## config.mk

```make
export PLATFORM = sky130hd
export DESIGN_NAME = multi_credit_counter
export DESIGN_NICKNAME = d
export VERILOG_FILES = /design/src/rtl/multi_credit_counter.sv
export SDC_FILE = /design/constraint.sdc
export NUM_CORES = 1
export LEC_CHECK = 0
export ABC_AREA = 0
export BUFFER_PORTS_ARGS = -buffer_cell sky130_fd_sc_hd__buf_2
export CORE_MARGIN = 10
export CORE_UTILIZATION = 45
export CTS_CLUSTER_SIZE = 8
export DETAILED_ROUTE_END_ITERATION = 12
export PLACE_DENSITY = 0.68
export SLEW_MARGIN = 20
export SYNTH_ARGS = -nofsm -noshare
export SYNTH_HDL_FRONTEND = slang
export SYNTH_SLANG_ARGS = --single-unit
```

## constraint.sdc

```tcl
create_clock -name clock -period 4.4 [get_ports clock]
set_clock_uncertainty 0.15 [all_clocks]
set_input_delay 0.88 -clock clock [delete_from_list [all_inputs] [get_ports clock]]
set_output_delay 0.88 -clock clock [all_outputs]
set_load 0.03 [all_outputs]
```

## src/rtl/multi_credit_counter.sv

```systemverilog
// Multi-channel credit counter with saturating per-channel pools and registered ready/valid.
// Define CREDIT_COUNTER_CHECK_EN to add the sticky o_credit_error overflow flags.
module multi_credit_counter #(
  parameter int N_CHANNELS      = 4,
  parameter int N_CREDITS       = 10,
  parameter int RETURN_WIDTH    = 2,
  parameter int READY_THRESHOLD = 1,
  localparam int CW             = $clog2(N_CREDITS + 1)
) (
  input  logic                             clock,
  input  logic                             reset_n,
  input  logic [N_CHANNELS-1:0]            i_fifo_empty,
  input  logic [N_CHANNELS*RETURN_WIDTH-1:0] i_credit_return,
  output logic [N_CHANNELS-1:0]            o_ready,
  output logic [N_CHANNELS-1:0]            o_valid,
  output logic [N_CHANNELS*CW-1:0]         o_credit_count
`ifdef CREDIT_COUNTER_CHECK_EN
  ,
  output logic [N_CHANNELS-1:0]            o_credit_error
`endif
);

  // Sum is wide enough to hold a full count plus a maximum return without wrapping.
  localparam int SW = CW + RETURN_WIDTH;

  logic [N_CHANNELS-1:0][CW-1:0] count_q, count_d;
  logic [N_CHANNELS-1:0][SW-1:0] sum;
  logic [N_CHANNELS-1:0]         consume;
  logic [N_CHANNELS-1:0]         overflow;
  logic [N_CHANNELS-1:0]         ready_q, ready_d;
  logic [N_CHANNELS-1:0]         valid_q, valid_d;

  always_comb begin
    count_d  = count_q;
    sum      = '0;
    consume  = '0;
    overflow = '0;
    ready_d  = '0;
    for (int c = 0; c < N_CHANNELS; c++) begin
      // The non-zero gate is what protects against the one-cycle ready lag.
      consume[c]  = !i_fifo_empty[c] && (count_q[c] != '0);
      sum[c]      = SW'(count_q[c])
                  + SW'(i_credit_return[c*RETURN_WIDTH +: RETURN_WIDTH])
                  - SW'(consume[c]);
      overflow[c] = sum[c] > SW'(N_CREDITS);
      count_d[c]  = overflow[c] ? CW'(N_CREDITS) : sum[c][CW-1:0];
      ready_d[c]  = count_q[c] >= CW'(READY_THRESHOLD);
    end
    valid_d = consume;
  end

  always_ff @(posedge clock) begin
    if (!reset_n) begin
      for (int c = 0; c < N_CHANNELS; c++) begin
        count_q[c] <= CW'(N_CREDITS);
      end
      ready_q <= '0;
      valid_q <= '0;
    end else begin
      count_q <= count_d;
      ready_q <= ready_d;
      valid_q <= valid_d;
    end
  end

  assign o_ready        = ready_q;
  assign o_valid        = valid_q;
  assign o_credit_count = count_q;

`ifdef CREDIT_COUNTER_CHECK_EN
  logic [N_CHANNELS-1:0] error_q, error_d;

  always_comb begin
    error_d = error_q | overflow;
  end

  always_ff @(posedge clock) begin
    if (!reset_n) begin
      error_q <= '0;
    end else begin
      error_q <= error_d;
    end
  end

  assign o_credit_error = error_q;

`ifndef SYNTHESIS
  always_ff @(posedge clock) begin
    if (reset_n) begin
      assert (overflow == '0)
        else $warning("credit overflow on channels %b", overflow);
    end
  end
`endif
`endif

endmodule
```

==> results.toml, run 1 <==
[synth]
synthCells = 193
synth.distinct_cells = 30
synth_top_cell_area_share_pct = 27.8
synth_area_um2 = 1730
synth_edf_count = 0
synth_seq_area_share_pct = 27.8
yosys_most_used_dff = "dfxtp_1"
synthArstFlopShare_pct = 0
yosys_warnings = 0
synthesis.nets = 243
synth_area_leaders = "dfxtp_1, ha_1, inv_1, fa_1, xor2_1"
avgSynthCellArea_um2 = 8.97
synth_area_leader_cell = "dfxtp_1"
ys_seq_elements = 24

[worst_hold_path]
worstHoldStart = "o_credit_count[1]"
hold_path_class = "flip-flop to flip-flop"

[detailed_routing]
drtAntennaViolNets = 0
vias = 1383
drt_iter0_markers = 45
viasPerCell = 4.92
routed.top_layer = "met4"
drt_wl_total_mm = 3.41
drt-pass1-iter-count = 4
drc_errors = 0
wl_per_cell_um = 12.1
dr_wl_met2_mm = 1.53
wl_met3_um = 231
wl_met1_mm = 1.63

[setup_path]
worst-setup-path-type = "flip-flop to flip-flop"
critPathMaxStageDelay_ps = 470
cp_max_fo = 4
startpoint = "o_credit_count[6]"
critPathBufInv = 2
critPathCaptureType = "flip-flop"
cp-start-kind = "flip-flop"
worstPathRequired_ps = 4410
crit_path_frequent_cell = "ha_1"
slowest_stage = "or4_1"
worstPathArrival_ps = 3080
crit_family = "simple AND/OR/NAND/NOR gates"
path_cells = "inv_1, ha_1, and3_1, nor2_1, ha_1, inv_1, ha_1, fa_1, and3b_1, or4_1, and4_4, and3_1"
r2r-start = "o_credit_count[6]"

[floorplan]
dieArea_um2 = 6730
start_util_pct = 46.9
rows = 22
dieWidth_um = 82.0
ioPinCount = 38
die_h_um = 82.0
core_um2 = 3690

[power]
powerDensity_nw_per_um2 = 627
peakVddDrop_mv = 0.275
leakage_nw = 1.13

[global_route]
overflow = 0
grt_max_degree = 14
grt_pass1_wl_mm = 5.60
grt_pass1_vias = 1356
antenna_found_initial = 0
grt_use_total_pct = 10.1

[clock_tree]
tritoncts = "yes"
ctsResizeCount = 0
clk_pin_slew_worst_paths_ps = 80
clock_sinks = 24
post_cts_buffers = 0
numCtsBuffers = 3
holdBufCountCts = 0
cts_root_buf = "clkbuf_8"
clkLatencyLatePin_ps = 260
clk_path_buf_depth = 2
h-tree-depth = 1

[outcome]
status = "completed"

[layout]
multi_input_area_um2 = 1100
register_area_um2 = 480
num-fill-cells = 350
final_util_pct = 55.0
final_nets = 284
antennaDiodeCount = 0
final_layout_size_suffix_gt1_share_pct = 19.3
area_growth_pct = 17.1

[timing]
worst_pin_slew_ps = 404
slew_viol_final = 0
slew_headroom_pct = 72.8
rsz0062_at_grt = "false"
setup_tns_ps = 0
period_needed_ps = 3060
fmaxAchievable_ghz = 0.326
finalCritPeriodShare_pct = 69.6
hold_ws_ps = 438
hold_violations = 0
finalSetupViolations = 0

[job]
drv_cap = 0

[placed_design]
portBuffers = 37
hpwl_mm = 2.88
place_congestion = 0.817
[synthesized netlist by cell type (4+ instances only)]
cell type	n
inv_1	40
ha_1	32
dfxtp_1	24
nor2_1	10
o21ai_0	10
a211oi_1	6
and3_1	6
xor2_1	6
a21oi_1	4
and2_1	4
and3b_1	4
fa_1	4
nor2b_1	4
nor3b_1	4
o31ai_1	4
or4_1	4
[area by class of cell]
type	count	share of cell area, %
Multi-Input combinational cell	128	54.1
Sequential cell	24	23.7
Timing Repair Buffer	37	9.14
Inverter	40	7.41
Tap cell	48	2.96
Clock buffer	4	2.72
[cells in the final DEF, fill, tap and decap left out]
cell and count:
and4_4 2, dfxtp_1 24, o21ai_0 10, fa_1 4, or4_1 4, nand4_1 2
nor2_1 10, inv_1 40, o211ai_1 2, a21oi_1 4, clkbuf_8 4, xor2_1 6
a21boi_0 2, ha_1 32, and3_1 6, a21o_1 2, and3b_1 4, and2b_4 2
xnor2_1 2, or3_1 2, a31oi_1 2, nor4_1 2, o21bai_1 2, a211oi_1 6
and2_1 4, o31ai_1 4, nand2_1 2, nor2b_1 4, nor3b_1 4, buf_2 37
o211a_1 2
[tightest hold or removal path, stage by stage, from the launching register on]
cell and delay (ps):
dfxtp_1 330, o21ai_0 140, a21boi_0 80
[power by group]
| part | internal (W) | leakage (nW) | switching (W) |
|---|---|---|---|
| registers | 0.000274 | 0.198 | 0.0000332 |
| clock network | 0.0000799 | 0.0288 | 0.0000703 |
| logic | 0.000325 | 0.898 | 0.000489 |
| total | 0.000679 | 1.13 | 0.000592 |
[through the flow]
| stage | area (µm²) | worst slack, ps | std cells | total power [W] |
|---|---|---|---|---|
| after global placement | 1970 | 1150 | 277 | 0.00112 |
| after floorplan | 1730 | 1260 | 193 | 0.000949 |
| final | 2030 | 1340 | 281 | 0.00127 |
| after global routing | 2030 | 1120 | 281 | 0.00140 |
| after CTS | 2030 | 1320 | 281 | 0.00129 |
| after detailed placement | 1970 | 1140 | 277 | 0.00113 |
[per-layer routing]
layer,vias up,GRT usage (%)
li1,736,-
met1,622,12.5
met2,23,16.7
met3,2,2.73
met4,0,3.06
met5,-,0
[worst paths after layout]
path	to	slack, ps	depth (start not counted)
worst min register to register	o_ready[0]	440	2
worst max register to register	o_credit_count[6]	1340	12
worst max-delay path	o_credit_count[6]	1340	12
worst min-delay path	o_ready[0]	440	2
[state kept, by name, summed over array words and instances, names as in the netlist]
name	flops
o_valid	4
o_credit_count	16
o_ready	4
[kinds of logic (layout without fill, tap and decap cells)]
kind of cell	after synthesis	in the layout	share of synthesized area, %
xor gates and xnor gates	8	8	4.05
DFF	24	24	27.8
buffers and inverters	41	81	8.89
AOI/OAI and AO/OA	36	36	13.7
adders and majority gates	36	36	27.8
and+or+nand+nor	48	48	17.8
Power figures use the tool's default switching activity.
==> run 2: changes to the inputs <==
- ABC_AREA: 0 -> 1
- clock period: 4.4 -> 2.95 ns (I/O delays scaled with it)
==> run 2 against run 1 <==
Compared with the run above: utilization up 1.3 points; clock power up 49%; largest cell class unchanged; worst setup slack worse by 1100 ps; clock-buffer cell count unchanged; largest power group unchanged; non-clock buffer count unchanged.
==> results.toml, run 2 <==
[outcome]
status = "completed"

[setup_path]
critPathCaptureType = "flip-flop"
cp-start-kind = "flip-flop"
cp_max_fo = 5
crit_path_frequent_cell = "nand2_1"
path_cells = "inv_2, ha_1, nand2_1, nor2_1, nor2_1, ha_1, inv_1, ha_1, fa_1, nand3_1, nand2_1, nand2_1, nand2_1, nor2_1, nand3_1"
slowest_stage = "fa_1"
critPathMaxStageDelay_ps = 430
worstPathArrival_ps = 2690
worstPathRequired_ps = 2950
worst-setup-path-type = "flip-flop to flip-flop"

[placed_design]
place_congestion = 0.815
hpwl_mm = 3.13
portBuffers = 37
place_inst = 330

[synth]
yosys_most_used_dff = "dfxtp_1"
synth.distinct_cells = 19
yosys_warnings = 0
synthCells = 245
synth_area_um2 = 1800
synth_common_cells = "inv_1, nand2_1, ha_1"
synth_area_leaders = "dfxtp_1, ha_1, inv_1, nand2_1, nand3_1"
avgSynthCellArea_um2 = 7.36
synthArstFlopShare_pct = 0
synth_top_cell_area_share_pct = 26.6
synth_seq_area_share_pct = 26.6
synthesis.nets = 295
synth_area_leader_cell = "dfxtp_1"
yosysMostFrequentCell = "inv_1"
synth_edf_count = 0
ys_seq_elements = 24

[timing]
fmaxAchievable_ghz = 0.371
period_needed_ps = 2690
slew_headroom_pct = 78.0
setup_tns_ps = 0
rsz0062_at_grt = "false"
slew_viol_final = 0
finalSetupViolations = 0
worst_pin_slew_ps = 330
finalCritPeriodShare_pct = 91.4
hold_violations = 0

[power]
sw_frac_of_total_pct = 48.2
clockPowerShare_pct = 12.4
leakage_nw = 1.23
power.internal_w = 0.000934
seqPwrFrac_pct = 24.1
power_switching_w = 0.000871
powerDensity_nw_per_um2 = 851
p_comb_share_pct = 63.5
peakVddDrop_mv = 0.348

[detailed_routing]
drc_errors = 0
wl_per_cell_um = 10.9
vias = 1560
drt_iter0_markers = 57
viasPerCell = 4.67
drt_wl_total_mm = 3.63
drtAntennaViolNets = 0
drt-pass1-iter-count = 6

[floorplan]
rows = 22
die_h_um = 83.3
dieArea_um2 = 6940
start_util_pct = 47.8
core_um2 = 3770
ioPinCount = 38
dieWidth_um = 83.3

[clock_tree]
clkLatencyLatePin_ps = 270
clock_sinks = 24
cts_root_buf = "clkbuf_8"
post_cts_buffers = 0
clk_path_buf_depth = 2
ctsResizeCount = 0
h-tree-depth = 1
holdBufCountCts = 0
clk_pin_slew_worst_paths_ps = 90
numCtsBuffers = 3
tritoncts = "yes"

[layout]
antennaDiodeCount = 0
final_layout_size_suffix_gt1_share_pct = 20.3
final_nets = 337
multi_input_area_um2 = 1130
largest_register_ffs = 16
final_cell_mix = "inv_1, nand2_1, buf_2, ha_1, nand3_1"
final_common_cell = "inv_1"
area_growth_pct = 17.6
num-fill-cells = 365
register_area_um2 = 480
finalNonFillerCells = 334

[global_route]
grt_max_degree = 14
grt_use_total_pct = 10.6
antenna_found_initial = 0
grt_pass1_vias = 1566
overflow = 0
grt_pass1_wl_mm = 6.43

[worst_hold_path]
hold_path_class = "input port to flip-flop"

[job]
drv_cap = 0
## run 2: cells by family (layout without fill, tap and decap cells)
family / after synthesis / count (layout) / synth area share (%)
AND/OR/NAND/NOR: 112 / 112 / 28.5
flip-flops: 24 / 24 / 26.6
XOR/XNOR: 4 / 4 / 1.94
adder cells (fa/ha/maj): 36 / 36 / 26.6
AO/OA/AOI/OAI: 14 / 14 / 4.86
buffers and inverters: 55 / 96 / 11.5
## run 2: final cells by class
cell class                      count  share of cell area (%)
Clock buffer                        4                    2.60
Inverter                           55                    9.73
Multi-Input combinational cell    166                    53.5
Sequential cell                    24                    22.7
Tap cell                           48                    2.83
Timing Repair Buffer               37                    8.73
## run 2: path summary, 6_finish.rpt
kind,slack (ps),endpoint,depth (start not counted),from
worst max register to register,260,o_credit_count[11],15,o_credit_count[11]
worst min-delay path,340,o_valid[1],2,i_fifo_empty[1]
worst max-delay path,260,o_credit_count[11],15,o_credit_count[11]
worst min register to register,370,o_ready[2],2,o_credit_count[9]
## run 2: layer usage
layer | track usage, % | up-vias | wire, µm
met5 | 0 | - | 0
met4 | 2.77 | 0 | 40
met3 | 3.32 | 4 | 205
met2 | 17.4 | 27 | 1620
met1 | 12.9 | 672 | 1760
li1 | - | 857 | -
## run 2: per-stage QoR
step | worst slack [ps] | utilization [%] | hold slack [ps] | power (W) | cell area [µm²]
floorplan | 312 | - | 517 | 0.00134 | 1800
global placement | 268 | 54.3 | 375 | 0.00156 | 2050
detailed placement | 219 | 54.3 | 373 | 0.00157 | 2050
CTS | 219 | 55.8 | 329 | 0.00181 | 2100
global route | 26.1 | 56.2 | 336 | 0.00202 | 2120
finish | 255 | 56.2 | 339 | 0.00181 | 2120
## run 2: worst max-delay path: cells and delay by family, from the launching register on
family        cells  cell delay (ps)
flops             1              340
simple gates      9              850
fa+ha+maj         4             1100
buf+inv           2              140
## run 2: power by group through the flow
stage	combinational, W	clock, W	sequential [W]
after global routing	0.00133	0.000244	0.000444
after CTS	0.00113	0.000237	0.000434
after floorplan	0.000769	0	0.000568
after global placement	0.00112	0	0.000441
final	0.00115	0.000224	0.000434
after detailed placement	0.00112	0	0.000442
